`src/rtl/norm_shifter.sv`:
```
// norm_shifter: two-stage valid/ready pipeline that left-normalises a word
// by an upstream zero count. Define NORM_SHIFTER_CHECK_EN for the out_err checker.
module norm_shifter #(
  parameter int IN_W  = 8,
  parameter int CNT_W = $clog2(IN_W + 1)
) (
  input  logic             clk,
  input  logic             rst,
  input  logic             in_valid,
  output logic             in_ready,
  input  logic [IN_W-1:0]  in_data,
  input  logic [CNT_W-1:0] in_zcnt,
  output logic             out_valid,
  input  logic             out_ready,
  output logic [IN_W-1:0]  out_data,
  output logic [CNT_W-1:0] out_shift,
`ifdef NORM_SHIFTER_CHECK_EN
  output logic             out_err,
`endif
  output logic             out_zero
);

  logic             s1_valid_q, s1_valid_d;
  logic [IN_W-1:0]  s1_data_q, s1_data_d;
  logic [CNT_W-1:0] s1_cnt_q, s1_cnt_d;
  logic             s2_valid_q, s2_valid_d;
  logic [IN_W-1:0]  s2_data_q, s2_data_d;
  logic [CNT_W-1:0] s2_cnt_q, s2_cnt_d;
  logic             s2_zero_q, s2_zero_d;

  logic             s2_load;
  logic             s1_adv;
  logic             in_xfer;
  logic [CNT_W-1:0] eff_cnt;
  logic [IN_W-1:0]  shifted;

  always_comb begin
    s2_load  = !s2_valid_q || out_ready;
    s1_adv   = s1_valid_q && s2_load;
    in_ready = !s1_valid_q || s2_load;
    in_xfer  = in_valid && in_ready;
    // counts past the word width saturate so the shift always clears it
    eff_cnt  = (in_zcnt > CNT_W'(IN_W)) ? CNT_W'(IN_W) : in_zcnt;
    shifted  = s1_data_q << s1_cnt_q;

    s1_valid_d = s1_valid_q;
    s1_data_d  = s1_data_q;
    s1_cnt_d   = s1_cnt_q;
    s2_valid_d = s2_valid_q;
    s2_data_d  = s2_data_q;
    s2_cnt_d   = s2_cnt_q;
    s2_zero_d  = s2_zero_q;

    if (in_xfer) begin
      s1_valid_d = 1'b1;
      s1_data_d  = in_data;
      s1_cnt_d   = eff_cnt;
    end else if (s1_adv) begin
      s1_valid_d = 1'b0;
    end

    if (s2_load) s2_valid_d = s1_valid_q;
    if (s1_adv) begin
      s2_data_d = shifted;
      s2_cnt_d  = s1_cnt_q;
      s2_zero_d = (shifted == '0);
    end
  end

  always_ff @(posedge clk) begin
    if (rst) begin
      s1_valid_q <= 1'b0;
      s1_data_q  <= '0;
      s1_cnt_q   <= '0;
      s2_valid_q <= 1'b0;
      s2_data_q  <= '0;
      s2_cnt_q   <= '0;
      s2_zero_q  <= 1'b0;
    end else begin
      s1_valid_q <= s1_valid_d;
      s1_data_q  <= s1_data_d;
      s1_cnt_q   <= s1_cnt_d;
      s2_valid_q <= s2_valid_d;
      s2_data_q  <= s2_data_d;
      s2_cnt_q   <= s2_cnt_d;
      s2_zero_q  <= s2_zero_d;
    end
  end

  assign out_valid = s2_valid_q;
  assign out_data  = s2_data_q;
  assign out_shift = s2_cnt_q;
  assign out_zero  = s2_zero_q;

`ifdef NORM_SHIFTER_CHECK_EN
  logic             s1_err_q, s1_err_d;
  logic             s2_err_q, s2_err_d;
  logic [CNT_W-1:0] true_lzc;

  // raw in_zcnt is compared, so an oversized count is flagged too
  always_comb begin
    true_lzc = CNT_W'(IN_W);
    for (int i = 0; i < IN_W; i++) begin
      if (in_data[i]) true_lzc = CNT_W'(IN_W - 1 - i);
    end
    s1_err_d = s1_err_q;
    s2_err_d = s2_err_q;
    if (in_xfer) s1_err_d = (in_zcnt != true_lzc);
    if (s1_adv)  s2_err_d = s1_err_q;
  end

  always_ff @(posedge clk) begin
    if (rst) begin
      s1_err_q <= 1'b0;
      s2_err_q <= 1'b0;
    end else begin
      s1_err_q <= s1_err_d;
      s2_err_q <= s2_err_d;
    end
  end

  assign out_err = s2_err_q;
`endif

endmodule

```
`config.mk`:
```
export PLATFORM = sky130hd
export DESIGN_NAME = norm_shifter
export DESIGN_NICKNAME = d
export VERILOG_FILES = /design/src/rtl/norm_shifter.sv
export SDC_FILE = /design/constraint.sdc
export NUM_CORES = 1
export LEC_CHECK = 0
export ABC_AREA = 1
export BUFFER_PORTS_ARGS = -buffer_cell sky130_fd_sc_hd__buf_4
export CORE_MARGIN = 3
export CORE_UTILIZATION = 55
export CTS_CLUSTER_DIAMETER = 30
export DETAILED_ROUTE_END_ITERATION = 6
export PLACE_DENSITY = 0.82
export SLEW_MARGIN = 5
export SYNTH_ARGS = -nofsm -noshare
export SYNTH_HDL_FRONTEND = slang
export SYNTH_SLANG_ARGS = --single-unit
```
`constraint.sdc`:
```
create_clock -name clk -period 3.2 [get_ports clk]
set_input_delay 0.32 -clock clk [delete_from_list [all_inputs] [get_ports clk]]
set_output_delay 0.32 -clock clk [all_outputs]
set_load 0.1 [all_outputs]
```
==> impl_results.md, run 1 <==
- Root buffer cell: clkbuf_4
- Warnings from Yosys: 0
- IO Pins: 31
- Synth cell types: 20
- Synth Area per Inst: 7.095 um^2
- # rows: 16
- Worst path max stage delay: 0.58 ns
- Total track usage: 21.26%
- Syn_nets: 189
- DR iter-0 viols: roughly 40
- Clock H-tree levels: 1
- DRC Markers: 0
- Drt via density: roughly 5.2
- Die height: roughly 53 um
- First-pass iteration count of the detailed router: 4
- Worst path bufs/invs: 1
- Core area: 2042 um^2
- Cell count after synthesis: ~170
- Total wire length: 2711 um
- Largest net degree at the start of global routing: 19
- Flops & latches, synth: 27
- WS Path Type: flip-flop to flip-flop
- Post-synth top area cell: dfxtp_1
- Final-stage net count: 216
- GR Overflow Total: 0
- Pleak: 0.0006971 uW
- Hold violation total from the final report: 0
- Clock buffer count from CTS: 3
- Status: completed
- Pwr/cell area: between 500 and 600 nW/um^2
- Min Tclk post-route: 1.482 ns
- Global route hottest layer: met2
- Final GP Congestion: between 0.8 and 0.9
- Max cap viols: 0
- Critical-path top delay cell: dfxtp_1
- Hold Crit Class: primary input to flip-flop
- GR met3 Demand/Resource: between 2 and 3%
- Top post-synthesis cells by count: nor2_1 (35), nand2_1 (28), dfxtp_1 (27), nand3_1 (21), o21ai_0 (19)
- CP Cell Sequence: inv_4, nand2_1, nand3_1, nand3_1, nand3_1, nor2_1, nand3_1, a21oi_2
- Final setup fails: 0
- Worst setup SP type: flip-flop
- Synth area leaders: dfxtp_1 (44%), nor2_1 (11%), nand2_1 (8.6%), nand3_1 (8.6%), o21ai_0 (7.7%)
- Final ANT Viol Nets: 0
- Setup Skew: 0.001068 ns
- Hold_ws: 0.2151 ns
- Hold Buf Count CTS: 0
- Ys flop type: dfxtp_1
- Max Clock Freq: 0.6748 GHz
- Worst rel slew slack: 68.46%
- Slew Limit Fails: 0
- Worst IR Drop VDD: 372.2 uV
- Crit path max fanout: 11
- Starting Density: between 60% and 70%
- Die Area: 2835 um^2
- Met2 Use GR: approximately 34%
- Routed WL per cell: 12.00 um
- Worst-path clk slew: about 0.15 ns
- Later-pin clock latency in the skew report: 0.34 ns
- CTS resizes: 0
- Area grow syn2layout: 18.55%
- Top cell by count, worst path: nand3_1
- Setup TNS: 0 ns
- Synthesized cell area: 1227 um^2
- Post-synth ARST share: 0%
- Port bufs: 30
- Post-synth top area share: 44.04%
- Antenna cell count: 0
- Arrival @ worst endpoint: approximately 1.8 ns
- Die W: between 50 and 60 um
- CTS tree: built
- Clock Path Buffers: 2
- Fillers: 191
- Critical path's top delay family: simple AND/OR/NAND/NOR gates
- Met1 GRT Util: 28.92%
- Share of layout cells above drive strength 1: between 20 and 25%
- Post-synth EDFFs: 0
- Via count: 1170
- Sequential share of the synthesized area: 44.04%
- Fin crit share: 46.31%
- First-pass GRT wire length: about 4500 um
- Post-CTS Setup Bufs: 0
- Final HPWL DP: 2042 um
- Vias in the first global route: approximately 1.0k
- Top-count cell post-synth: nor2_1
- CP required: 3.49 ns
- RSZ-0062 raised after global routing: no
- Crit. End Element: flip-flop
- Clk sinks: 27
- Worst slew pin tran: ~0.47 ns
- Initial antenna violation count: 0
==> path summary, 6_finish.rpt <==
| check | from | to | slack [ns] | cells past startpoint |
|---|---|---|---|---|
| worst min-delay path | in_zcnt[2] | s1_cnt_q[2] | 0.22 | 3 |
| worst max-delay path | s1_cnt_q[0] | out_zero | 1.72 | 8 |
| worst min register to register | out_data[2] | out_data[2] | 0.49 | 2 |
| worst max register to register | s1_cnt_q[0] | out_zero | 1.72 | 8 |
==> where the power goes <==
part	internal, uW	switching, uW
combinational	52.9	145
clock	47.1	108
sequential	358	17.0
==> metal layers <==
layer,part of all wire (%),vias to the layer above,wire length (um)
li1,-,614,-
met1,49,518,1332
met2,44,34,1206
met3,5.2,4,140
met4,1.2,0,32
met5,0,-,0
==> cell families after synthesis <==
| kind of cell | share of synthesized area, % |
|---|---|
| buffers and inverters | 8.971 |
| DFF | 44.04 |
| AOI/OAI and AO/OA | 14.17 |
| and+or+nand+nor | 32.82 |
==> sequential cells by signal (all words and copies together) (netlist names) <==
name        cells
out_data        8
s1_data_q       8
out_shift       4
s1_cnt_q        4
out_valid       1
out_zero        1
s1_valid_q      1
==> cells in the final DEF, fill, tap and decap left out <==
| master | n |
|---|---|
| clkinv_2 | 1 |
| nand4_1 | 1 |
| nand2_1 | 28 |
| o21ai_0 | 19 |
| clkbuf_4 | 3 |
| inv_4 | 1 |
| inv_1 | 10 |
| clkinv_1 | 1 |
| nand3_2 | 3 |
| a21oi_1 | 11 |
| a21oi_2 | 1 |
| dfxtp_1 | 27 |
| inv_2 | 1 |
| nand2_2 | 4 |
| nand3_1 | 21 |
| buf_4 | 30 |
| a22oi_1 | 1 |
| nor2_1 | 35 |
| a211oi_1 | 1 |
==> per-stage QoR <==
| stage | total power [uW] | setup slack [ns] | cells | cell area, um^2 | utilization (%) |
|---|---|---|---|---|---|
| 3_3_place_gp | 577.0 | 1.711 | 222 | 1428 | 69.91 |
| 3_5_place_dp | 580.2 | 1.643 | 222 | 1428 | 69.91 |
| 2_1_floorplan | 534.4 | 0.3098 | 173 | 1227 | - |
| 5_1_grt | 756.6 | 1.488 | 226 | 1455 | 71.26 |
| 4_1_cts | 729.2 | 1.739 | 226 | 1455 | 71.26 |
| 6_report | 728.1 | 1.718 | 226 | 1455 | 71.26 |
==> worst reg2reg max path, stage by stage (launching register included) <==
cell	delay [ns]
dfxtp_1	0.58
inv_4	0.14
nand2_1	0.11
nand3_1	0.09
nand3_1	0.14
nand3_1	0.08
nor2_1	0.09
nand3_1	0.09
a21oi_2	0.12
==> final cells by class <==
class | count | area [um^2] | share of cell area (%)
flip-flops and latches | 27 | 540.5 | 37.15
clock inverters | 1 | 5.005 | 0.3439
well taps | 27 | 33.78 | 2.322
repair buffers | 30 | 225.2 | 15.48
inverters | 13 | 51.30 | 3.525
multi-input cells | 125 | 576.8 | 39.64
clock buffers | 3 | 22.52 | 1.548
(Power assumes the default switching activity.)
==> run 2, diff against run 1 <==
Settings changed: CORE_UTILIZATION 55 to 46, PLACE_DENSITY 0.82 to 0.73.
Clock period 3.2 ns to 1.2 ns, I/O delays scaled along.
==> impl_results.md, run 2 (synthesized netlist as in run 1, its figures left out) <==
- Setup Skew: 0.005788 ns
- Starting Density: 49.10%
- Clock H-tree levels: 1
- IO Pins: 31
- GR Overflow Total: 0
- Worst rel slew slack: roughly 76%
- Die W: between 50 and 60 um
- Setup TNS: 0 ns
- Initial antenna violation count: 0
- Leading cell types in the layout, fill and taps excluded: buf_4 (38), nor2_1 (26), nand3_2 (19)
- Final HPWL DP: 2267 um
- Final std cells w/o fill: roughly 240
- Pleak: 0.0008828 uW
- Fin crit share: 99.96%
- Slew Limit Fails: 0
- First-pass GRT wire length: 5506 um
- Post-route cell area: 1847 um^2
- DR iter-0 viols: 37
- Area grow syn2layout: 50.46%
- Core area: between 2000 and 2500 um^2
- Largest net degree at the start of global routing: 19
- Crit path max fanout: 3
- Arrival @ worst endpoint: 1.08 ns
- Worst-path clk slew: 0.14 ns
- Clk sinks: 27
- DRC Markers: 0
- Worst IR Drop VDD: 1023 uV
- Most common cell after layout, fill and taps aside: buf_4
- Vias in the first global route: 1361
- Drt via density: around 5.4
- CTS tree: built
- Later-pin clock latency in the skew report: 0.33 ns
- Placed insts: around 240
- Final setup fails: 0
- Setup WS pre-CTS: -0.02917 ns
- RSZ-0062 raised after global routing: yes
- Worst slew pin tran: 0.3590 ns
- # rows: 18
- Clock Path Buffers: 2
- Root buffer cell: clkbuf_4
- Placement-stage cell area: 1565 um^2
- Pwr/cell area: 1126 nW/um^2
- WS Path Type: flip-flop to output port
- Hold violation total from the final report: 0
- Min Tclk post-route: 1.199 ns
- Status: completed
- Antenna cell count: 0
- Total wire length: 3351 um
- Via count: 1310
- Die Area: 3324 um^2
- Fillers: between 150 and 200
- Hold Crit Class: primary input to flip-flop
- Total track usage: 20.56%
- Clock buffer count from CTS: 3
- First-pass iteration count of the detailed router: 4
- CP required: between 1 and 1.5 ns
- Final worst slack: about 0.00053 ns
- Share of layout cells above drive strength 1: 53.99%
- Port bufs: 30
- Crit. End Element: output port
- Final GP Congestion: 0.8528
- Die height: around 58 um
- Final ANT Viol Nets: 0
- Max cap viols: 0
- Worst setup SP type: flip-flop
- Routed WL per cell: 13.79 um
- Total power: 2080 uW
- Max Clock Freq: ~0.83 GHz
- Final-stage net count: 230
-- run 2: cell types whose count changed in the layout (fill, tap and decap cells not counted), sizes merged --
cell / previous run / this run
buf: 30 / 44
clkbuf: 3 / 4
clkinv: 2 / 0
inv: 12 / 13
-- run 2: metal layers --
layer  global-route usage, %  part of all wire (%)  wire length [um]
met5                       0                     0                 0
met4                   10.26                   2.8                93
met3                   2.895                   4.3               145
met2                   36.13                    52              1737
met1                   24.30                    41              1375
-- run 2: worst max-delay path: stages, from the launching register on --
cell and delay (ns):
dfxtp_4 0.37, buf_6 0.12, nand3_4 0.08, buf_12 0.18
-- run 2: cell type report --
class	count	area [um^2]	share of cell area, %
clock buffers	4	26.28	1.423
flip-flops and latches	27	564.3	30.56
well taps	30	37.54	2.033
inverters	13	61.31	3.320
multi-input cells	125	795.8	43.09
repair buffers	44	361.6	19.58
-- run 2: worst paths after layout --
path,endpoint,slack (ns),start,depth (start not counted)
max,in_ready,0.0005,out_valid,3
min,s1_cnt_q[2],0.02,in_zcnt[2],3
max reg2reg,out_zero,0.0005,s1_cnt_q[1],7
min reg2reg,out_zero,0.48,out_zero,2
-- run 2: stage by stage --
step | hold slack (ns) | utilization (%)
after global placement | 0.3590 | 62.61
final | 0.01967 | 73.87
after floorplan | 0.2670 | -
after detailed placement | 0.3704 | 62.61
after global routing | 0.03368 | 73.87
after CTS | 0.01620 | 67.42
-- run 2: what timing repair did --
action,CTS,global route
hold buffers,0,0
endpoints found under the setup margin,3,15
resized for setup,23,43
pin swaps,15,14
setup buffers,2,0
-- run 2: power breakdown --
part	switching (uW)	total (uW)	internal, uW
clock network	269	399	131
registers	54.1	1010	959
logic	457	667	210
